<file path="config.mk">
export PLATFORM = sky130hd
export DESIGN_NAME = regfile_writeback_queue
export DESIGN_NICKNAME = d
export VERILOG_FILES = /design/src/rtl/regfile_writeback_queue.sv
export SDC_FILE = /design/constraint.sdc
export NUM_CORES = 1
export LEC_CHECK = 0
export ABC_CLOCK_PERIOD_IN_PS = 7000
export CORE_ASPECT_RATIO = 0.75
export CORE_MARGIN = 1
export CORE_UTILIZATION = 66
export CTS_CLUSTER_SIZE = 20
export DETAILED_ROUTE_END_ITERATION = 10
export DONT_BUFFER_PORTS = 1
export PLACE_DENSITY = 0.82
export SLEW_MARGIN = 20
export SYNTH_ARGS = -nofsm -noshare
export SYNTH_HDL_FRONTEND = slang
export SYNTH_SLANG_ARGS = --single-unit
export TNS_END_PERCENT = 20
</file>
<file path="constraint.sdc">
create_clock -name clk_i -period 7 [get_ports clk_i]
set_clock_uncertainty 0.15 [all_clocks]
set_input_delay 1.75 -clock clk_i [delete_from_list [all_inputs] [get_ports clk_i]]
set_output_delay 1.75 -clock clk_i [all_outputs]
set_load 0.02 [all_outputs]
</file>
<file path="src/rtl/regfile_writeback_queue.sv">
// In-order writeback queue in front of the register file's single write port.
// Also forwards the newest still-pending value of any register to readers.
module regfile_writeback_queue #(
   parameter int DEPTH  = 4,
   parameter int DATA_W = 32,
   parameter int ADDR_W = 5
) (
   input  logic                    clk_i,
   input  logic                    rst_i,
   input  logic                    wb_valid_i,
   output logic                    wb_ready_o,
   input  logic [ADDR_W-1:0]       wb_addr_i,
   input  logic [DATA_W-1:0]       wb_data_i,
   input  logic                    wr_grant_i,
   output logic                    regwrite_o,
   output logic [ADDR_W-1:0]       writeaddr_o,
   output logic [DATA_W-1:0]       writedata_o,
   input  logic [ADDR_W-1:0]       rsaddr_i,
   input  logic [ADDR_W-1:0]       rtaddr_i,
   output logic                    rs_hit_o,
   output logic [DATA_W-1:0]       rs_data_o,
   output logic                    rt_hit_o,
   output logic [DATA_W-1:0]       rt_data_o,
   output logic [$clog2(DEPTH):0]  count_o
);

   localparam int PTR_W = $clog2(DEPTH);
   localparam int CNT_W = PTR_W + 1;

   logic [PTR_W-1:0]  head_reg, head_next;
   logic [PTR_W-1:0]  tail_reg, tail_next;
   logic [CNT_W-1:0]  count_reg, count_next;
   logic [DEPTH-1:0]  valid_reg;
   logic [ADDR_W-1:0] addr_reg [DEPTH];
   logic [DATA_W-1:0] data_reg [DEPTH];

   logic not_empty;
   logic push;
   logic pop;

   // Ready comes from registered occupancy only, so a pop never opens a slot in the same cycle.
   assign not_empty  = (count_reg != '0);
   assign wb_ready_o = (count_reg < CNT_W'(DEPTH));
   assign push       = wb_valid_i & wb_ready_o & (wb_addr_i != '0);
   assign pop        = not_empty & wr_grant_i;

   assign regwrite_o  = pop;
   assign writeaddr_o = not_empty ? addr_reg[head_reg] : '0;
   assign writedata_o = not_empty ? data_reg[head_reg] : '0;
   assign count_o     = count_reg;

   always_comb begin
      head_next  = head_reg;
      tail_next  = tail_reg;
      count_next = count_reg;
      if (pop) begin
         head_next = head_reg + PTR_W'(1);
      end
      if (push) begin
         tail_next = tail_reg + PTR_W'(1);
      end
      case ({push, pop})
         2'b10:   count_next = count_reg + CNT_W'(1);
         2'b01:   count_next = count_reg - CNT_W'(1);
         default: count_next = count_reg;
      endcase
   end

   // Push and pop never target the same slot: push needs a free slot, pop needs an occupied one.
   always_ff @(posedge clk_i) begin
      if (rst_i) begin
         head_reg  <= '0;
         tail_reg  <= '0;
         count_reg <= '0;
         valid_reg <= '0;
         for (int i = 0; i < DEPTH; i++) begin
            addr_reg[i] <= '0;
            data_reg[i] <= '0;
         end
      end else begin
         head_reg  <= head_next;
         tail_reg  <= tail_next;
         count_reg <= count_next;
         if (pop) begin
            valid_reg[head_reg] <= 1'b0;
         end
         if (push) begin
            valid_reg[tail_reg] <= 1'b1;
            addr_reg[tail_reg]  <= wb_addr_i;
            data_reg[tail_reg]  <= wb_data_i;
         end
      end
   end

   // Entries viewed oldest-first starting at head; higher index is younger.
   logic [PTR_W-1:0]  age_slot  [DEPTH];
   logic [DEPTH-1:0]  age_valid;
   logic [ADDR_W-1:0] age_addr  [DEPTH];
   logic [DATA_W-1:0] age_data  [DEPTH];

   for (genvar gi = 0; gi < DEPTH; gi++) begin : g_age
      assign age_slot[gi]  = head_reg + PTR_W'(gi);
      assign age_valid[gi] = valid_reg[age_slot[gi]];
      assign age_addr[gi]  = addr_reg[age_slot[gi]];
      assign age_data[gi]  = data_reg[age_slot[gi]];
   end

   // Port 0 serves rs, port 1 serves rt; the last match in age order is the youngest.
   for (genvar gp = 0; gp < 2; gp++) begin : g_look
      logic [ADDR_W-1:0] look_addr;
      logic [DEPTH-1:0]  match;
      logic              hit;
      logic [DATA_W-1:0] data;

      assign look_addr = (gp == 0) ? rsaddr_i : rtaddr_i;

      for (genvar gi = 0; gi < DEPTH; gi++) begin : g_match
         assign match[gi] = age_valid[gi] & (age_addr[gi] == look_addr);
      end

      always_comb begin
         hit  = 1'b0;
         data = '0;
         if (look_addr != '0) begin
            for (int k = 0; k < DEPTH; k++) begin
               if (match[k]) begin
                  hit  = 1'b1;
                  data = age_data[k];
               end
            end
         end
      end
   end

   assign rs_hit_o  = g_look[0].hit;
   assign rs_data_o = g_look[0].data;
   assign rt_hit_o  = g_look[1].hit;
   assign rt_data_o = g_look[1].data;

endmodule

</file>
Yosys cells after proc, flatten, opt, wreduce, memory -nomap -nowiden

Memory sizes are Yosys's and may differ from the RTL's. A register that Yosys moved wholly into a read port is not among the register bits.
Cells that the tools add are included.

Register bits after elaboration: 11
Bits in writable memories: 148
Input bits: 51
Output and inout port bits: 108
Logic and storage cells: 106
Memories kept: 2

$add $sub $neg: 6
Order comparisons: 8
Equality and inequality tests: 10
Mux-type cells: 53
Bitwise operators: 14
Reduce and logical (&&, ||, !) cells: 9

Memory list:

| memory   | depth | width | read ports | clocked after memory_dff | write ports | RTL line | text |
|---|---|---|---|---|---|---|---|
| data_reg | 4     | 32    | 4          | 1                        | 4           | 35       | `logic [DATA_W-1:0] data_reg [DEPTH];` |
| addr_reg | 4     | 5     | 4          | 1                        | 4           | 34       | `logic [ADDR_W-1:0] addr_reg [DEPTH];` |

Operators with widths:

| kind                                                              | count |
|---|---|
| two-way mux 32 bit                                                | 12 |
| == test 5 bit                                                     | 8 |
| OR reduction 32 bit                                               | 1 |
| two-way mux 1 bit                                                 | 23 |
| < comparator 2 x 3 -> 1 bit, second input constant                | 5 |
| nonzero test 5 bit                                                | 3 |
| two-way mux 2 bit                                                 | 6 |
| two-way mux 4 bit                                                 | 3 |
| AND 1 bit                                                         | 11 |
| two-way mux 5 bit                                                 | 2 |
| binary-select mux 1 bit (select 2 bit)                            | 4 |
| case mux 3 bit (2 select lines)                                   | 1 |
| OR reduction 5 bit                                                | 1 |
| adder 2 x 1 -> 2 bit, second input constant                       | 2 |
| adder 2 bit, second input constant                                | 2 |
| AND 4 bit                                                         | 1 |
| demux 1 bit (select 2 bit)                                        | 2 |
| greater-or-equal comparator 2 x 1 -> 1 bit, second input constant | 2 |
| NOT 4 bit                                                         | 1 |
| bitwise OR 4 bit                                                  | 1 |
| adder 3 x 1 -> 3 bit, second input constant                       | 1 |
| < comparator 3 bit, second input constant                         | 1 |
| nonzero test 3 bit                                                | 1 |
| subtractor 3 x 1 -> 3 bit, second input constant                  | 1 |
| other kinds (4)                                                   | 5 |

Longest topological paths before layout

Gate-level depths: netlist of run 1.

Word-level depth: 10
Depth in mapped cells: 18
Depth with buffers taken out: 10

Worst setup path after synthesis of run 1

OpenSTA, ideal clock, no wires.

Path kind: register -> output
Start: register head_reg[0]
End: output rs_data_o[1]
Arrival: 3.889 ns
Data required time: 5.100 ns
Setup slack: 1.211 ns
Cell stages (with the launch flop): 17
Path buffers: 7
Path through: dfxtp_1 -> buf_6 -> buf_6 -> buf_6 -> buf_4 -> buf_2 -> inv_1 -> ha_1 -> buf_6 -> mux4_2 -> xnor2_1 -> nand4_2 -> nor3_4 -> buf_6 -> mux2_2 -> a221oi_1 -> a211oi_2

RTL lines:

| item                   | RTL line | text |
|---|---|---|
| from (decl)            | 30       | `logic [PTR_W-1:0] head_reg, head_next;` |
| from (signal assigned) | 81       | `head_reg <= head_next;` |
| to (decl)              | 21       | `output logic [DATA_W-1:0] rs_data_o,` |

==> results of run 1 <==
logic make-up (layout without fill, tap and decap cells):
logic type	after synthesis	in the layout
simple gates	345	345
compound gates	238	238
mux	188	188
flops	161	161
buf+inv	127	140
xor+xnor	44	44
fa+ha+maj	10	10
metrics by stage:
stage	area [um^2]	std cells	util
finish	13700	1373	0.738
global route	13700	1373	0.738
CTS	13700	1373	0.738
detailed placement	13100	1341	0.705
global placement	13100	1341	0.705
floorplan	12500	1113	-
final timing paths:
check                                                      to  slack (ns)  depth (start not counted)
worst min register to register        valid_reg[2]$_SDFF_PP0_        0.41                          2
worst max register to register  data_reg[2][29]$_SDFFCE_PN0P_        3.78                          6
worst max-delay path                            rs_data_o[30]        0.50                         13
worst min-delay path                  valid_reg[2]$_SDFF_PP0_        0.41                          2
cells in the final DEF, fill, tap and decap left out, types with 11 or more instances in the layout:
master,count
sky130_fd_sc_hd__and2_1,151
sky130_fd_sc_hd__edfxtp_1,148
sky130_fd_sc_hd__buf_4,95
sky130_fd_sc_hd__mux4_2,84
sky130_fd_sc_hd__nor2_1,80
sky130_fd_sc_hd__a221oi_1,62
sky130_fd_sc_hd__o21ai_0,55
sky130_fd_sc_hd__nand2_1,41
sky130_fd_sc_hd__mux2i_1,39
sky130_fd_sc_hd__mux2_2,38
sky130_fd_sc_hd__a21oi_1,38
sky130_fd_sc_hd__nor2b_1,35
sky130_fd_sc_hd__o22a_1,31
sky130_fd_sc_hd__xnor2_1,30
sky130_fd_sc_hd__a211oi_2,30
sky130_fd_sc_hd__mux2_1,27
sky130_fd_sc_hd__clkbuf_16,17
sky130_fd_sc_hd__xor2_1,13
sky130_fd_sc_hd__inv_1,11
worst min-delay path, cell delays in order, from the launching register on:
cell                      delay (ns)
sky130_fd_sc_hd__dfxtp_1        0.37
sky130_fd_sc_hd__a22oi_1        0.08
sky130_fd_sc_hd__nor2_1         0.08
final cells by class:
class / instances / share of cell area
sequential: 161 / 0.344
tap: 247 / 0.0226
timing repair buffer: 96 / 0.0535
inverter: 12 / 0.00329
clock inverter: 15 / 0.0133
multi-input combinational: 825 / 0.532
clock buffer: 17 / 0.0311
metal layers:
layer,vias to the layer above,track usage
met5,-,0
met1,4830,0.501
li1,4232,-
met2,813,0.576
met4,0,0.175
met3,137,0.0981
report_power, final:
part	internal [mW]	switching, mW
Clock	0.565	0.420
Combinational	0.920	1.42
Sequential	1.18	0.126
==> run summary, run 1 <==
The flow ran to the end, and the final reports show no timing, DRC or antenna violations. The type of the setup path with the least slack is flip-flop to primary output. The final number of hold-violating endpoints is 0. The area added between synthesis and finish is 9.22%. The path class of the lowest-slack min-delay path is flip-flop to flip-flop. The synthesized-area fraction occupied by ao, oa, aoi and oai cells came out at 0.144.

The most repeated library cell on the critical path is sky130_fd_sc_hd__buf_4. The number of instances in the synthesized netlist is 1,113. The worst vdd rail ir drop came out at 0.000365 V.

In this design, the stage delay of the slowest critical-path cell is 0.61 ns. The pre-CTS setup slack came out at 1.09 ns. The largest individual stage delay along the critical path comes from the cell sky130_fd_sc_hd__mux4_2. The global router's overall resource usage is 0.375. The number of buffers and inverters on the critical path is 5.

sky130_fd_sc_hd__and2_1 is the most common cell in the netlist. The average cell area after synthesis is 11.3 um^2. The area of the die came out at 19,600 um^2. The area share of the leading cell type in the synthesized netlist came out at 0.354. CTS placed an instance of sky130_fd_sc_hd__clkbuf_16 at the clock tree root. In the routed layout, each cell is associated on average with a via count of 7.29. The detailed-routed wire length on met3 came out at 4.60 mm. The start point of the worst min-delay path is valid_reg[2]$_SDFF_PP0_.

The number of port buffers is 0. The smallest clock period supported by the final layout is computed as 6.50 ns. The final setup slack of the worst path is 0.499 ns.

The achievable frequency came out at 154 MHz. The remaining antenna violation count is 0. For this run, the number of Yosys warnings is 0.

The register with the most flip-flops in the layout has 128 of them. The routed design uses 16.3 mm of met2 wire. For the worst-skew pair, the clock arrives at the later sink with an insertion delay of 0.44 ns. STA classifies the critical path endpoint as a primary output.

Sorting the synthesized cells by how often they occur yields sky130_fd_sc_hd__and2_1, sky130_fd_sc_hd__edfxtp_1, sky130_fd_sc_hd__mux4_2, sky130_fd_sc_hd__nor2_1, sky130_fd_sc_hd__clkbuf_1. The share of synthesized area spent on multiplexers came out at 0.240. TritonCTS built the clock tree. The total count of max-transition violations in the final report came out at 0.

The startpoint of the worst-slack reg-to-reg timing path is count_o[2]$_SDFFE_PP0P_. The count of flip-flops with a built-in enable after synthesis is 148. The first global-routing pass estimated 55.2 mm of wire.

Across the run, the number of max-cap violations was 0. The total I/O pin count is 159. The met1 wire length is 13.7 mm.

The xor/xnor share of the synthesized area came out at 0.0313. The final net count is 1,174. The layout has 1,230 filler cells.

The number of buffers on the longest clock path is 2. The top layer reached by signal wires is met4. In this run, post-CTS repair resized a total of 0 instances.

The clock slew seen by the registers of the worst setup and hold paths came out at 0.07 ns. The worst pin sits at a relative slew slack of 0.304. In the final layout, flip-flops and latches occupy 4710 um^2. The row count came out at 43. The final total negative setup slack is 0 ns. The data required time of the critical path came out at 5.10 ns. The count of inserted antenna diode cells is 0.

sky130_fd_sc_hd__edfxtp_1 takes more of the synthesized area than any other cell. The total DRC errors in the routed layout came out at 0. After floorplanning, the core was sized to cover 18,600 um^2. The number of library cell types mapped by synthesis came out at 48. The number of global-route vias before repair came to 9,719.

The die height came out at 121 um. The worst setup path startpoint is head_reg[1]$_SDFFE_PP0N_. The worst-case hold slack is 0.415 ns. The area share of and/or/nand/nor cells after synthesis is 0.149. The H-tree was split into 4 levels. The routability congestion estimate came out at 0.955. The most used flip-flop cell after synthesis is sky130_fd_sc_hd__edfxtp_1. The placed wire-length estimate after detailed placement is 22.5 mm. The initial antenna violation count came to 0. The detailed router placed 10,000 vias in this run. Sorting the synthesized cells by area gives the leading types as sky130_fd_sc_hd__edfxtp_1, sky130_fd_sc_hd__mux4_2, sky130_fd_sc_hd__and2_1. The routed design has 35.9 mm of wire.

The category of the worst setup path launch point is a flip-flop. The horizontal die dimension is 161 um. The number of clock buffers inserted by TritonCTS is 17.

The share of the Yosys chip area taken by registers is 0.375. The post-synthesis sequential element count came out at 161. The number of nets produced by synthesis came out at 1,174. The design draws 4.63 mW. The peak fanout along the critical path came out at 36.

The initial utilization of the core area, before any placement, comes to 0.676. The number of hold buffers added after CTS came out at 0. For this design the static power due to leakage is 4.77 nW.

Setup repair after global routing left no endpoint under its margin. Summing all multi-input logic gate instances after layout gives 7290 um^2. The initial DRC count came out at 1,545. In this design, the largest share of critical-path delay is due to buffers and inverters. The post-route clock period utilization came out at 0.929. The measured slew at the worst slew-check pin came out at 1.04 ns. The critical path goes through inv_1, ha_2, buf_4, mux4_2, xnor2_2, nand4_2, nor3_4, buf_4, o22a_2, buf_4, a221oi_1, a211oi_2, buf_4.

The post-CTS repair timing setup buffer count came out at 0. The share of layout cells above drive strength 1 is 0.272. The arrival time of the worst setup path is 4.60 ns. The synthesized netlist occupies a cell area of 12,500 um^2. The first-pass detailed-route iteration total came out at 6. The final global-route overflow total came out at 0. The sink count of the clock tree is 161. Counting flops with an async set or reset pin after synthesis yields a share of 0. In the final routed layout, each cell accounts on average for 26.1 um. Of the total synthesized cell area, the portion taken by full adders, half adders and majority gates is 0.0106.

By area, the combinational part of the netlist is dominated by multiplexers. The power density of the placed cells is 338 nW/um^2. The largest net degree at the start of global routing is 118.

The number of setup violations in the final report is 0.
Power figures use the tool's default switching activity.
==> run 2, diff against run 1 <==
- ABC_CLOCK_PERIOD_IN_PS: 7000 -> 6240
- clock period: 7 -> 6.24 ns (I/O delays scaled with it)
==> run summary, run 2 (same netlist as run 1, synthesis figures left out) <==
The initial antenna violation count is 0. In the final layout, the share of cells above drive strength 1 is 0.272. The number of port buffers is 0. Setup repair after global routing left no endpoint under its margin.

The peak fanout along the critical path came out at 25. In this design, the stage delay of the slowest critical-path cell is 0.69 ns. The horizontal die dimension is 161 um. The start point of the worst min-delay path is valid_reg[0]$_SDFF_PP0_. The type of the setup path with the least slack is flip-flop to primary output. The number of hold buffers added after CTS came out at 0. After the last flow step, the layout net total stands at 1,175.

Clock-pin slew was measured on the worst setup and hold paths at 0.07 ns. The wire length of the first global-routing pass came out at 54.1 mm. The path class of the lowest-slack min-delay path is flip-flop to flip-flop.

For the pin with the worst max-slew slack, the measured transition is 1.02 ns. After floorplanning, the core was divided into 43 placement rows. By instance count, the cell type seen most on the critical path is sky130_fd_sc_hd__buf_4. Wires add up to 35.4 mm. The worst vdd rail ir drop came out at 0.000263 V. The H-tree depth reported by CTS came out at 4. The number of inserted filler cells in the final layout came out at 1,233. The worst setup path startpoint is head_reg[1]$_SDFFE_PP0N_. The count of vias placed by the detailed router is 10,100. The detail route stage leaves a number of antenna-violating nets equal to 0.

The sink count of the clock tree is 161. The global routing usage on met1 is 0.483. The most crowded layer after global routing is met2. The global router's overall resource usage came out at 0.368.

The initial DRC count is 1,704. The die height is 121 um. The slowest library cell on the worst path is sky130_fd_sc_hd__ha_2. The total I/O pin count is 159. The worst setup path is captured at a primary output. In this run, CTS created clock tree buffers numbering 17. The total count of max-transition violations in the final report came out at 0. The most common library cell in the layout ignoring fill and taps is sky130_fd_sc_hd__and2_1. The final setup slack of the worst path is 0.168 ns.

The largest net degree at the start of global routing is 66. The final global-route overflow total came out at 0. The TritonCTS clock tree is done. The routing usage on met3 is 0.111. The first-pass detailed-route iteration total is 9. In the layout the commonest cells are sky130_fd_sc_hd__and2_1, sky130_fd_sc_hd__edfxtp_1, sky130_fd_sc_hd__buf_4. The initial cell density of the core came out at 0.676. The area added between synthesis and finish came out at 9.40%. The core region is 18,600 um^2.

The run finished with clean final reports. The flip-flop count of the largest register after layout is 128. Counting I/O delays and the setup requirement, the final critical path takes 6.07 ns.

The footprint of the flip-flops and latches is 4710 um^2. The leakage power total is 4.78 nW. The number of max-capacitance violations reported came out at 0. The pre-CTS setup slack came out at 0.640 ns.

The area of the die came out at 19,600 um^2. The final number of hold-violating endpoints is 0. The achievable frequency is 165 MHz.

STA classifies the critical path startpoint as a flip-flop. Walking the worst path, the cells encountered are inv_1, ha_2, buf_4, mux4_2, xor2_1, nor4_1, nand3_2, buf_4, o22a_1, nor2_1, buf_4. The number of buffers on the longest clock path came out at 2. The worst max-slew margin expressed relative to the limit is 0.321. The data required time of the critical path came out at 4.53 ns.

The final routed wire length divided by cell count is 25.7 um. The worst register-to-register path begins at count_o[2]$_SDFFE_PP0P_. The clock latency at the later pin of the worst-skew pair came out at 0.44 ns. The placed wire-length estimate after detailed placement is 22.6 mm.

The tree is rooted in a sky130_fd_sc_hd__clkbuf_16. The per-cell via count in the routed design came out at 7.34. The total DRC errors in the routed layout came out at 0. Summing all multi-input logic gate instances after layout gives 7300 um^2. The routability congestion estimate is 0.957.

The number of global-route vias before repair was 9,616. Dividing the final minimum period by the clock period gives 0.973. The power density of the placed cells came out at 375 nW/um^2.

The met2 layer usage reported by global route came out at 0.561. The final total negative setup slack came out at 0 ns. The arrival time of the worst setup path is 4.36 ns. The post-route core utilization came out at 0.739. Setup violations remaining at the end of the flow were counted as 0.
==> run 2: final cells by class <==
type / count / share of cell area
antenna: 1 / 0.000182
clock buffer: 17 / 0.0310
clock inverter: 15 / 0.0115
inverter: 12 / 0.00328
multi-input combinational: 825 / 0.532
sequential: 161 / 0.343
tap: 247 / 0.0225
timing repair buffer: 97 / 0.0564
==> run 2: path summary, 6_finish.rpt <==
| kind | slack, ns | to | depth (start not counted) |
|---|---|---|---|
| setup / recovery | 0.17 | rt_data_o[27] | 11 |
| hold / removal | 0.41 | valid_reg[0]$_SDFF_PP0_ | 2 |
| setup reg to reg | 3.22 | data_reg[2][15]$_SDFFCE_PN0P_ | 6 |
| hold reg to reg | 0.41 | valid_reg[0]$_SDFF_PP0_ | 2 |
==> run 2: what timing repair did <==
item,CTS,global route
endpoints found under the setup margin,0,31
gates resized for setup,0,1
setup buffers,0,0
endpoints found under the hold margin,0,0
==> run 2: power breakdown <==
part           leakage [nW]  switching [mW]  internal (mW)  total (mW)
combinational          2.86            1.61           1.03        2.64
clock                 0.274           0.451          0.592        1.04
sequential             1.65           0.136           1.33        1.46
==> run 2: stage by stage <==
| stage | area [um^2] | cells | hold slack (ns) | power (mW) |
|---|---|---|---|---|
| finish | 13700 | 1375 | 0.410 | 5.15 |
| CTS | 13700 | 1373 | 0.395 | 5.08 |
| global route | 13700 | 1374 | 0.427 | 5.37 |
| global placement | 13100 | 1341 | 0.360 | 3.97 |
| detailed placement | 13100 | 1341 | 0.376 | 4.04 |
| floorplan | 12500 | 1113 | 0.336 | 3.52 |
==> run 2: worst max-delay path, delay by kind of cell (launching register included) <==
kind | cells | cell delay [ns]
AO/OA/AOI/OAI | 1 | 0.24
XOR/XNOR | 1 | 0.16
adder cells (fa/ha/maj) | 1 | 0.69
buffers and inverters | 4 | 1.04
flip-flops | 1 | 0.32
multiplexers | 1 | 0.41
AND/OR/NAND/NOR | 3 | 1.04
==> run 2: metal layers <==
| layer | vias up | wire length, um |
|---|---|---|
| li1 | 4243 | - |
| met1 | 4857 | 13100 |
| met2 | 822 | 16000 |
| met3 | 170 | 4830 |
| met4 | 0 | 1450 |
| met5 | - | 0 |
